## src/rtl/parking_pkg.sv

```systemverilog
// ============================================================================
// Package  : parking_pkg
// Brief    : Shared types and constants for the parking gate arbiter.
// Revision : 1.0 - initial release
// ============================================================================
`default_nettype none

package parking_pkg;

  // Width of the occupancy / spaces_left counters (capacity up to 15)
  localparam int OCC_W            = 4;
  localparam int CAPACITY_DEFAULT = 5;

  // Gate controller states
  typedef enum logic [1:0] {
    ST_IDLE    = 2'd0,
    ST_OPENING = 2'd1,
    ST_PASS    = 2'd2,
    ST_CLOSING = 2'd3
  } state_t;

  // Larger of two integers, used to size the shared phase timer
  function automatic int max_int(input int a, input int b);
    return (a > b) ? a : b;
  endfunction

endpackage : parking_pkg

`default_nettype wire

```

## src/rtl/parking_gate_arbiter_if.sv

```systemverilog
// ============================================================================
// Interface : parking_gate_arbiter_if
// Brief     : Loop sensors, beam sensor, grants, gate command and lot status.
// Revision  : 1.0 - initial release
// ============================================================================
`default_nettype none

interface parking_gate_arbiter_if;
  import parking_pkg::*;

  logic             entry_req;
  logic             exit_req;
  logic             car_passed;
  logic             entry_grant;
  logic             exit_grant;
  logic             gate_open;
  logic             entry_deny;
  logic             timeout_err;
  logic [OCC_W-1:0] occupancy;
  logic [OCC_W-1:0] spaces_left;
  logic             parking_full;

  // Sensor side: drives requests and the beam pulse, observes the gate
  modport master (
    output entry_req, exit_req, car_passed,
    input  entry_grant, exit_grant, gate_open, entry_deny, timeout_err,
    input  occupancy, spaces_left, parking_full
  );

  // Arbiter side
  modport slave (
    input  entry_req, exit_req, car_passed,
    output entry_grant, exit_grant, gate_open, entry_deny, timeout_err,
    output occupancy, spaces_left, parking_full
  );

endinterface : parking_gate_arbiter_if

`default_nettype wire

```

## src/rtl/parking_timer.sv

```systemverilog
// ============================================================================
// Module   : parking_timer
// Brief    : Loadable down-counter; done is high while the count is zero.
//            Loading N-1 makes a phase last exactly N clocks.
// Revision : 1.0 - initial release
// ============================================================================
`default_nettype none

module parking_timer #(
  parameter int WIDTH = 8
) (
  input  wire             clk,
  input  wire             reset,
  input  wire             load,
  input  wire [WIDTH-1:0] load_value,
  output logic            done
);

  logic [WIDTH-1:0] r_count;

  // Load has priority; otherwise count down and hold at zero
  always_ff @(posedge clk or negedge reset) begin
    if (!reset) begin
      r_count <= '0;
    end else if (load) begin
      r_count <= load_value;
    end else if (r_count != '0) begin
      r_count <= r_count - 1'b1;
    end
  end

  assign done = (r_count == '0);

endmodule : parking_timer

`default_nettype wire

```

## src/rtl/parking_gate_arbiter.sv

```systemverilog
// ============================================================================
// Module   : parking_gate_arbiter
// Brief    : Single-barrier entry/exit arbiter with round-robin between
//            directions, occupancy tracking, full-lot denial and pass timeout.
// Revision : 1.0 - initial release
// ============================================================================
`default_nettype none

module parking_gate_arbiter
  import parking_pkg::*;
#(
  parameter int CAPACITY     = CAPACITY_DEFAULT,
  parameter int MOVE_CYCLES  = 4,
  parameter int PASS_TIMEOUT = 32
) (
  input  wire                   clk,
  input  wire                   reset,
  parking_gate_arbiter_if.slave gate
);

  localparam int               c_tmr_w     = $clog2(max_int(MOVE_CYCLES, PASS_TIMEOUT) + 1);
  localparam logic [OCC_W-1:0] c_cap       = OCC_W'(CAPACITY);
  localparam logic [c_tmr_w-1:0] c_move_load = c_tmr_w'(MOVE_CYCLES - 1);
  localparam logic [c_tmr_w-1:0] c_pass_load = c_tmr_w'(PASS_TIMEOUT - 1);

  state_t           r_state;
  logic             r_entry_grant;
  logic             r_exit_grant;
  logic             r_gate_open;
  logic             r_entry_deny;
  logic             r_timeout_err;
  logic [OCC_W-1:0] r_occ;
  logic [OCC_W-1:0] r_spaces;
  logic             r_full;
  logic             r_prefer_exit;  // direction to favour on contention
  logic             r_deny_armed;   // cleared by a deny until entry_req drops

  logic               w_entry_ok;
  logic               w_exit_ok;
  logic               w_pick_exit;
  logic               w_tmr_load;
  logic [c_tmr_w-1:0] w_tmr_value;
  logic               w_tmr_done;
  logic [OCC_W-1:0]   w_occ_next;

  assign w_entry_ok  = gate.entry_req && (r_occ < c_cap);
  assign w_exit_ok   = gate.exit_req && (r_occ != '0);
  assign w_pick_exit = w_exit_ok && (!w_entry_ok || r_prefer_exit);

  // Occupancy after a successful pass, saturating at both ends
  always_comb begin
    w_occ_next = r_occ;
    if (r_entry_grant) begin
      if (r_occ != c_cap) w_occ_next = r_occ + OCC_W'(1);
    end else if (r_occ != '0) begin
      w_occ_next = r_occ - OCC_W'(1);
    end
  end

  // Reload the phase timer on every transition into a timed state
  always_comb begin
    w_tmr_load  = 1'b0;
    w_tmr_value = c_move_load;
    case (r_state)
      ST_IDLE:    w_tmr_load = w_entry_ok || w_exit_ok;
      ST_OPENING: begin
        w_tmr_load  = w_tmr_done;
        w_tmr_value = c_pass_load;
      end
      ST_PASS:    w_tmr_load = gate.car_passed || w_tmr_done;
      default:    w_tmr_load = 1'b0;
    endcase
  end

  parking_timer #(
    .WIDTH (c_tmr_w)
  ) u_timer (
    .clk        (clk),
    .reset      (reset),
    .load       (w_tmr_load),
    .load_value (w_tmr_value),
    .done       (w_tmr_done)
  );

  // Gate controller: sequencing, grants, pulses and lot counters
  always_ff @(posedge clk or negedge reset) begin
    if (!reset) begin
      r_state       <= ST_IDLE;
      r_entry_grant <= 1'b0;
      r_exit_grant  <= 1'b0;
      r_gate_open   <= 1'b0;
      r_entry_deny  <= 1'b0;
      r_timeout_err <= 1'b0;
      r_occ         <= '0;
      r_spaces      <= c_cap;
      r_full        <= 1'b0;
      r_prefer_exit <= 1'b1;
      r_deny_armed  <= 1'b1;
    end else begin
      r_entry_deny  <= 1'b0;
      r_timeout_err <= 1'b0;
      if (!gate.entry_req) r_deny_armed <= 1'b1;

      case (r_state)
        ST_IDLE: begin
          if (gate.entry_req && (r_occ == c_cap) && r_deny_armed) begin
            r_entry_deny <= 1'b1;
            r_deny_armed <= 1'b0;
          end
          if (w_entry_ok || w_exit_ok) begin
            r_state       <= ST_OPENING;
            r_gate_open   <= 1'b1;
            r_entry_grant <= !w_pick_exit;
            r_exit_grant  <= w_pick_exit;
            r_prefer_exit <= !w_pick_exit;
          end
        end

        ST_OPENING: begin
          if (w_tmr_done) r_state <= ST_PASS;
        end

        ST_PASS: begin
          // A pass on the last timeout cycle wins over the timeout
          if (gate.car_passed) begin
            r_state     <= ST_CLOSING;
            r_gate_open <= 1'b0;
            r_occ       <= w_occ_next;
            r_spaces    <= c_cap - w_occ_next;
            r_full      <= (w_occ_next == c_cap);
          end else if (w_tmr_done) begin
            r_state       <= ST_CLOSING;
            r_gate_open   <= 1'b0;
            r_timeout_err <= 1'b1;
          end
        end

        ST_CLOSING: begin
          if (w_tmr_done) begin
            r_state       <= ST_IDLE;
            r_entry_grant <= 1'b0;
            r_exit_grant  <= 1'b0;
          end
        end

        default: r_state <= ST_IDLE;
      endcase
    end
  end

  assign gate.entry_grant  = r_entry_grant;
  assign gate.exit_grant   = r_exit_grant;
  assign gate.gate_open    = r_gate_open;
  assign gate.entry_deny   = r_entry_deny;
  assign gate.timeout_err  = r_timeout_err;
  assign gate.occupancy    = r_occ;
  assign gate.spaces_left  = r_spaces;
  assign gate.parking_full = r_full;

endmodule : parking_gate_arbiter

`default_nettype wire

```

## src/flat_wrapper.sv

```systemverilog
// flat-port wrapper written by rule: the top's interface ports become plain ports
module parking_gate_arbiter_flat import parking_pkg::*;
#(
  parameter int CAPACITY     = CAPACITY_DEFAULT,
  parameter int MOVE_CYCLES  = 4,
  parameter int PASS_TIMEOUT = 32
)
  (clk, reset, gate_entry_req, gate_exit_req, gate_car_passed, gate_entry_grant, gate_exit_grant, gate_gate_open, gate_entry_deny, gate_timeout_err, gate_occupancy, gate_spaces_left, gate_parking_full);
  parking_gate_arbiter_if gate_i ();
  input  wire clk;
  input  wire reset;
  input wire logic [$bits(gate_i.entry_req)-1:0] gate_entry_req;
  input wire logic [$bits(gate_i.exit_req)-1:0] gate_exit_req;
  input wire logic [$bits(gate_i.car_passed)-1:0] gate_car_passed;
  output wire logic [$bits(gate_i.entry_grant)-1:0] gate_entry_grant;
  output wire logic [$bits(gate_i.exit_grant)-1:0] gate_exit_grant;
  output wire logic [$bits(gate_i.gate_open)-1:0] gate_gate_open;
  output wire logic [$bits(gate_i.entry_deny)-1:0] gate_entry_deny;
  output wire logic [$bits(gate_i.timeout_err)-1:0] gate_timeout_err;
  output wire logic [$bits(gate_i.occupancy)-1:0] gate_occupancy;
  output wire logic [$bits(gate_i.spaces_left)-1:0] gate_spaces_left;
  output wire logic [$bits(gate_i.parking_full)-1:0] gate_parking_full;
  assign gate_i.entry_req = gate_entry_req;
  assign gate_i.exit_req = gate_exit_req;
  assign gate_i.car_passed = gate_car_passed;
  assign gate_entry_grant = gate_i.entry_grant;
  assign gate_exit_grant = gate_i.exit_grant;
  assign gate_gate_open = gate_i.gate_open;
  assign gate_entry_deny = gate_i.entry_deny;
  assign gate_timeout_err = gate_i.timeout_err;
  assign gate_occupancy = gate_i.occupancy;
  assign gate_spaces_left = gate_i.spaces_left;
  assign gate_parking_full = gate_i.parking_full;
  parking_gate_arbiter #(.CAPACITY(CAPACITY), .MOVE_CYCLES(MOVE_CYCLES), .PASS_TIMEOUT(PASS_TIMEOUT)) u_core (.clk(clk), .reset(reset), .gate(gate_i));
endmodule
```

## config.mk

```make
export PLATFORM = sky130hd
export DESIGN_NAME = parking_gate_arbiter_flat
export DESIGN_NICKNAME = d
export VERILOG_FILES = /design/src/rtl/parking_pkg.sv /design/src/rtl/parking_gate_arbiter_if.sv /design/src/rtl/parking_timer.sv /design/src/rtl/parking_gate_arbiter.sv /design/src/flat_wrapper.sv
export SDC_FILE = /design/constraint.sdc
export NUM_CORES = 1
export LEC_CHECK = 0
export CORE_MARGIN = 4
export CORE_UTILIZATION = 30
export DETAILED_ROUTE_END_ITERATION = 12
export SLEW_MARGIN = 20
export SYNTH_ARGS = -nofsm -noshare
export SYNTH_HDL_FRONTEND = slang
export SYNTH_HIERARCHICAL = 1
export SYNTH_SLANG_ARGS = --single-unit
```

## constraint.sdc

```tcl
create_clock -name clk -period 2.66 [get_ports clk]
set_input_delay 0.532 -clock clk [delete_from_list [all_inputs] [get_ports clk]]
set_output_delay 0.532 -clock clk [all_outputs]
set_load 0.01 [all_outputs]
```

* Yosys cells after proc, flatten, opt, wreduce, memory -nomap -nowiden
Index checks and enable logic that the tools add are counted.
** Storage, ports and cells
- Register bits after elaboration :: 24
- Input port bits :: 5
- Word-level logic and storage cells :: 78
** Cells by class
- $add $sub $neg :: 4
- Order comparisons :: 1
- Eq/ne operators :: 10
- Muxes and demuxes :: 29
- Reduce and logical (&&, ||, !) cells :: 22
** Operators by type and width (number)
- 2-to-1 mux 1 bit :: 13
- 2-to-1 mux 4 bit :: 3
- 2-to-1 mux 6 bit :: 2
- 2-to-1 mux 2 bit :: 5
- == test 4 x 3 -> 1 bit, second input constant :: 2
- case mux 2 bit (4 select lines) :: 1
- logical NOT 6 bit :: 1
- inequality test 2 x 1 -> 1 bit, second input constant :: 3
- case mux 1 bit (2 select lines) :: 3
- AND reduction 3 bit :: 2
- nonzero test 2 bit :: 3
- nonzero test 6 bit :: 1
- subtractor 6 x 1 -> 6 bit, second input constant :: 1
- logical AND 1 bit :: 5
- 2-to-1 mux 5 bit :: 1
- adder 4 x 1 -> 4 bit, second input constant :: 1
- == test 2 bit, second input constant :: 2
- less-than comparator 4 x 3 -> 1 bit, second input constant :: 1
- inequality test 4 x 3 -> 1 bit, second input constant :: 1
- AND reduction 2 bit :: 2
- AND reduction 4 bit :: 1
- nonzero test 4 bit :: 1
- subtractor 3 x 4 -> 4 bit, first input constant :: 1
- subtractor 4 x 1 -> 4 bit, second input constant :: 1
- 6 further kinds :: 9

* Longest topological paths before layout
- Word-level depth :: 8
- Mapped depth :: 10

* Cells and area by module
Netlist, hierarchy kept.
** By module, submodules not included
- parking_gate_arbiter :: times used 1, cells each 131, area each 1188.6 um^2, sequential area each 430.4 um^2
- parking_timer :: times used 1, cells each 40, area each 400.4 um^2, sequential area each 150.1 um^2

* Least setup slack after synthesis
Ideal clock, no wire load.
- Kind :: reg-to-reg
- From :: reg u_core.r_occ[1], in the netlist u_core/gate.occupancy[1]
- To :: reg u_core.r_spaces[3], in the netlist u_core/gate.spaces_left[3]
- Data arrival time :: 2.162 ns
- Data required time :: 2.529 ns
- Path slack :: 0.367 ns
- Cell stages (with the launch flop) :: 10
- Path buffers :: 0
- Cells stage by stage :: dfrtp_1 -> inv_1 -> ha_1 -> nor3b_2 -> mux2_2 -> mux2i_1 -> ha_1 -> nor2_1 -> o21ai_0 -> or3b_1
** On the way
- Cells in the longest elaborated chain, start to end :: 4
** RTL lines
- from (decl) :: line parking_gate_arbiter.sv:32 : logic [OCC_W-1:0] r_occ;
- from (signal assigned) :: line parking_gate_arbiter.sv:128 : r_occ <= w_occ_next;
- subtractor 4 x 1 -> 4 bit, or another cell as far along :: line parking_gate_arbiter.sv:56 : w_occ_next = r_occ - OCC_W'(1);
- 2-to-1 mux 4 bit, on equally long branches :: line parking_gate_arbiter.sv:55, parking_gate_arbiter.sv:54
- 2-to-1 mux 4 bit * :: line parking_gate_arbiter.sv:53 : if (r_entry_grant) begin
- net u_core.w_occ_next[1] :: line parking_gate_arbiter.sv:44 : logic [OCC_W-1:0] w_occ_next;
- subtractor 3 x 4 -> 4 bit * :: line parking_gate_arbiter.sv:129 : r_spaces <= c_cap - w_occ_next;
- to (signal assigned) :: line parking_gate_arbiter.sv:95 : r_spaces <= c_cap;
- to (signal assigned) :: line parking_gate_arbiter.sv:129
- to (decl) :: line parking_gate_arbiter.sv:33 : logic [OCC_W-1:0] r_spaces;
The timed path passes the listed nets; every way through them passes the cells marked *.
A chain may end at the register's enable or synchronous reset.

* Worst setup path in the final report
Same ends and word-level chain as after synthesis.

==> impl_metrics.env <==
export IMPL_status="completed"
export IMPL_syn_to_final_growth_pct=18.8
export IMPL_grtUsageTotal_pct=10.6
export IMPL_synth_ff_type="dfrtp_1"
export IMPL_num_antenna_cells=0
export IMPL_synth_largest_area_cell="dfrtp_1"
export IMPL_ios=19
export IMPL_crit_path_frequent_cell="ha_1"
export IMPL_route_vias_total=1229
export IMPL_clockRootBuffer="clkbuf_8"
export IMPL_cp_required_ns=2.80
export IMPL_finClkSkew_ns=0.00308
export IMPL_hold_viol=0
export IMPL_layout_drive_gt1_share_pct=12.6
export IMPL_dieArea_sq_um=6530
export IMPL_ir_drop_mv=0.362
export IMPL_synth_area_leaders="dfrtp_1, ha_1, dfstp_2"
export IMPL_tns_ns=0
export IMPL_hpwlAfterDp_um=2420
export IMPL_critPathKind="flop to flop"
export IMPL_grt_pass1_wl_um=5390
export IMPL_first_global_vias=1144
export IMPL_synth_cell_types=51
export IMPL_yosys_area_top_type_share_pct=29.9
export IMPL_synth_edf_count=0
export IMPL_grt_overflow=0
export IMPL_power_density_nw_per_um2=1190
export IMPL_synth_area_sq_um=1590
export IMPL_dr_wl_met2_um=1350
export IMPL_highest_layer="met4"
export IMPL_clk_path_buf_depth=2
export IMPL_ant_nets=0
export IMPL_wl_met1_um=1710
export IMPL_cts_sinks=23
export IMPL_grt_max_degree=24
export IMPL_period_needed_ns=2.43
export IMPL_register_area_sq_um=581
export IMPL_drtPass1Iterations=4
export IMPL_setup_viol=0
export IMPL_endpoint_kind="flop"
export IMPL_synthCells=171
export IMPL_die_w_um=80.8
export IMPL_cp_max_fo=6
export IMPL_via_per_inst=4.71
export IMPL_cp_arrival_ns=2.57
export IMPL_cts_tree="yes"
export IMPL_cts_made_buffers=3
export IMPL_worstPathCellList="inv_1 -> ha_1 -> nor3b_2 -> mux2_2 -> mux2i_1 -> ha_1 -> nor2_1 -> o21ai_0 -> or3b_1"
export IMPL_fillers=534
export IMPL_wl_per_cell_um=12.3
export IMPL_drcViolationCount=0
export IMPL_yosysWarningCount=6
export IMPL_seq_area_frac_synth_pct=36.5
export IMPL_portBuffers=18
export IMPL_cts_setup_buffers=0
export IMPL_clkTransAtPathRegs_ns=0.08
export IMPL_syn_area_per_cell_sq_um=9.29
export IMPL_h_tree_depth=1
export IMPL_maxCapViolCount=0
export IMPL_p_total_mw=2.25
export IMPL_die_height_um=80.8
export IMPL_rows=26
export IMPL_gp_congestion=0.770
export IMPL_cellLeakagePower_nw=0.863
export IMPL_cp_start_kind="flop"
export IMPL_cts_resized=0
export IMPL_synth_seq_cells=23
export IMPL_swShare_pct=42.7
export IMPL_drtIter0Drc=61
export IMPL_wirelength_um=3220
export IMPL_slowest_delay_ns=0.38
export IMPL_p_seq_share_pct=30.2
export IMPL_pwr_share_clk_pct=9.5
export IMPL_hold_class="flop to flop"
export IMPL_coreArea_sq_um=5110
export IMPL_clock_latency_ns=0.26
export IMPL_rsz0062_at_grt="no"
export IMPL_fin_nets=210
export IMPL_antenna_found_initial=0
export IMPL_slew_violations=0
export IMPL_start_util_pct=31.1
export IMPL_multi_input_area_sq_um=893
export IMPL_route_met3_wl_um=124
export IMPL_switchingPower_uw=961
export IMPL_max_freq_mhz=412
export IMPL_fin_crit_sh_pct=91.2
export IMPL_cts_hold_buffers_added=0
export IMPL_async_flop_share_pct=100
export IMPL_cellInternalPower_mw=1.29
export IMPL_crit_slowest_cell="dfrtp_1"
export IMPL_pwr_share_comb_pct=60.2
-- power by group through the flow --
| stage | clock network, mW | logic (mW) | registers [mW] |
|---|---|---|---|
| finish | 0.215 | 1.35 | 0.680 |
| global route | 0.242 | 1.52 | 0.707 |
| CTS | 0.228 | 1.37 | 0.679 |
| detailed placement | 0 | 1.36 | 0.685 |
| global placement | 0 | 1.34 | 0.683 |
| floorplan | 0 | 0.983 | 0.674 |
-- cells by family (layout without fill, tap and decap cells) --
group           count (synthesis)  after routing  synth area share [%]
simple gates                   58             58                  19.4
buf+inv                        25             44                  7.48
fa+ha+maj                      13             13                  10.2
mux                            11             11                  7.24
other cells                     2              3                 0.473
xor+xnor                        3              3                  1.65
flops                          23             23                  36.5
compound gates                 36             36                  17.0
-- flip-flops by register name (all words and copies together), names as in the netlist --
signal and count:
u_core/gate.entry_deny 1, u_core/gate.entry_grant 1, u_core/gate.exit_grant 1, u_core/gate.gate_open 1
u_core/gate.occupancy 4, u_core/gate.parking_full 1, u_core/gate.spaces_left 3, u_core/gate.timeout_err 1
u_core/r_deny_armed 1, u_core/r_prefer_exit 1, u_core/r_state 2, u_core/u_timer/r_count 6
-- cells in the mapped netlist (2+ instances only) --
master and number:
nand3_1 5, and2_1 3, buf_6 2, nor3_1 3, dfrtp_1 19, mux2i_1 7, dfstp_2 4, o21ai_0 6
clkbuf_1 2, a211oi_1 2, nor2b_1 4, xnor2_1 3, nor2_1 14, inv_1 17, buf_2 2, o31ai_1 3
nand2_1 16, a21oi_1 7, or3b_1 2, nand2b_1 3, conb_1 2, ha_1 13, buf_4 2, mux2_2 3
-- metal layers --
metal | up-vias | GRT usage, %
met3 | 2 | 1.55
met2 | 25 | 15.4
met4 | 0 | 4.56
met1 | 577 | 15.6
met5 | - | 0
li1 | 625 | -
-- area by class of cell --
cell class / instances / share of cell area (%)
repair buffers: 23 / 11.5
multi-input cells: 124 / 47.3
clock buffers: 4 / 2.39
flip-flops and latches: 23 / 30.7
well taps: 70 / 4.64
inverters: 17 / 3.38
-- through the flow --
stage               utilization, %  instances  setup slack (ns)  hold WS, ns  instance area [sq um]
global placement              36.1        257             0.247        0.446                   1840
CTS                           37.0        261             0.227        0.465                   1890
detailed placement            36.1        257             0.230        0.452                   1840
global route                  37.0        261            0.0846        0.494                   1890
floorplan                        -        172             0.367        0.236                   1590
finish                        37.0        261             0.233        0.464                   1890
-- path summary, 6_finish.rpt --
check	from	to	slack, ns	depth (start not counted)
min in group asynchronous	reset	u_core/gate.parking_full$_DFFE_PN0P_	0.62	2
worst min-delay path	u_core/r_deny_armed$_DFF_PN1_	u_core/r_deny_armed$_DFF_PN1_	0.46	2
worst min register to register	u_core/r_deny_armed$_DFF_PN1_	u_core/r_deny_armed$_DFF_PN1_	0.46	2
max in group asynchronous	reset	u_core/r_prefer_exit$_DFFE_PN1P_	1.75	2
worst max-delay path	u_core/gate.occupancy[1]$_DFFE_PN0P_	u_core/gate.spaces_left[3]$_DFFE_PN0P_	0.23	9
worst max register to register	u_core/gate.occupancy[1]$_DFFE_PN0P_	u_core/gate.spaces_left[3]$_DFFE_PN0P_	0.23	9
-- worst max-delay path: cells and delay by family (launching register included) --
kind,cells,cell delay (ns)
and+or+nand+nor,3,0.66
muxes,2,0.62
adders and majority gates,2,0.51
DFF,1,0.38
buffers and inverters,1,0.09
AOI/OAI and AO/OA,1,0.06
-- layout by cell type (no fill, tap or decap), types with 4 or more instances in the layout --
master	n
nor2b_1	4
nand2_1	16
nand3_1	5
nor2_1	14
buf_4	5
o21ai_0	6
ha_1	13
clkdlybuf4s50_1	18
dfrtp_1	19
mux2i_1	7
dfstp_2	4
inv_1	17
a21oi_1	7
No activity file was read; power rests on OpenSTA's default activity.
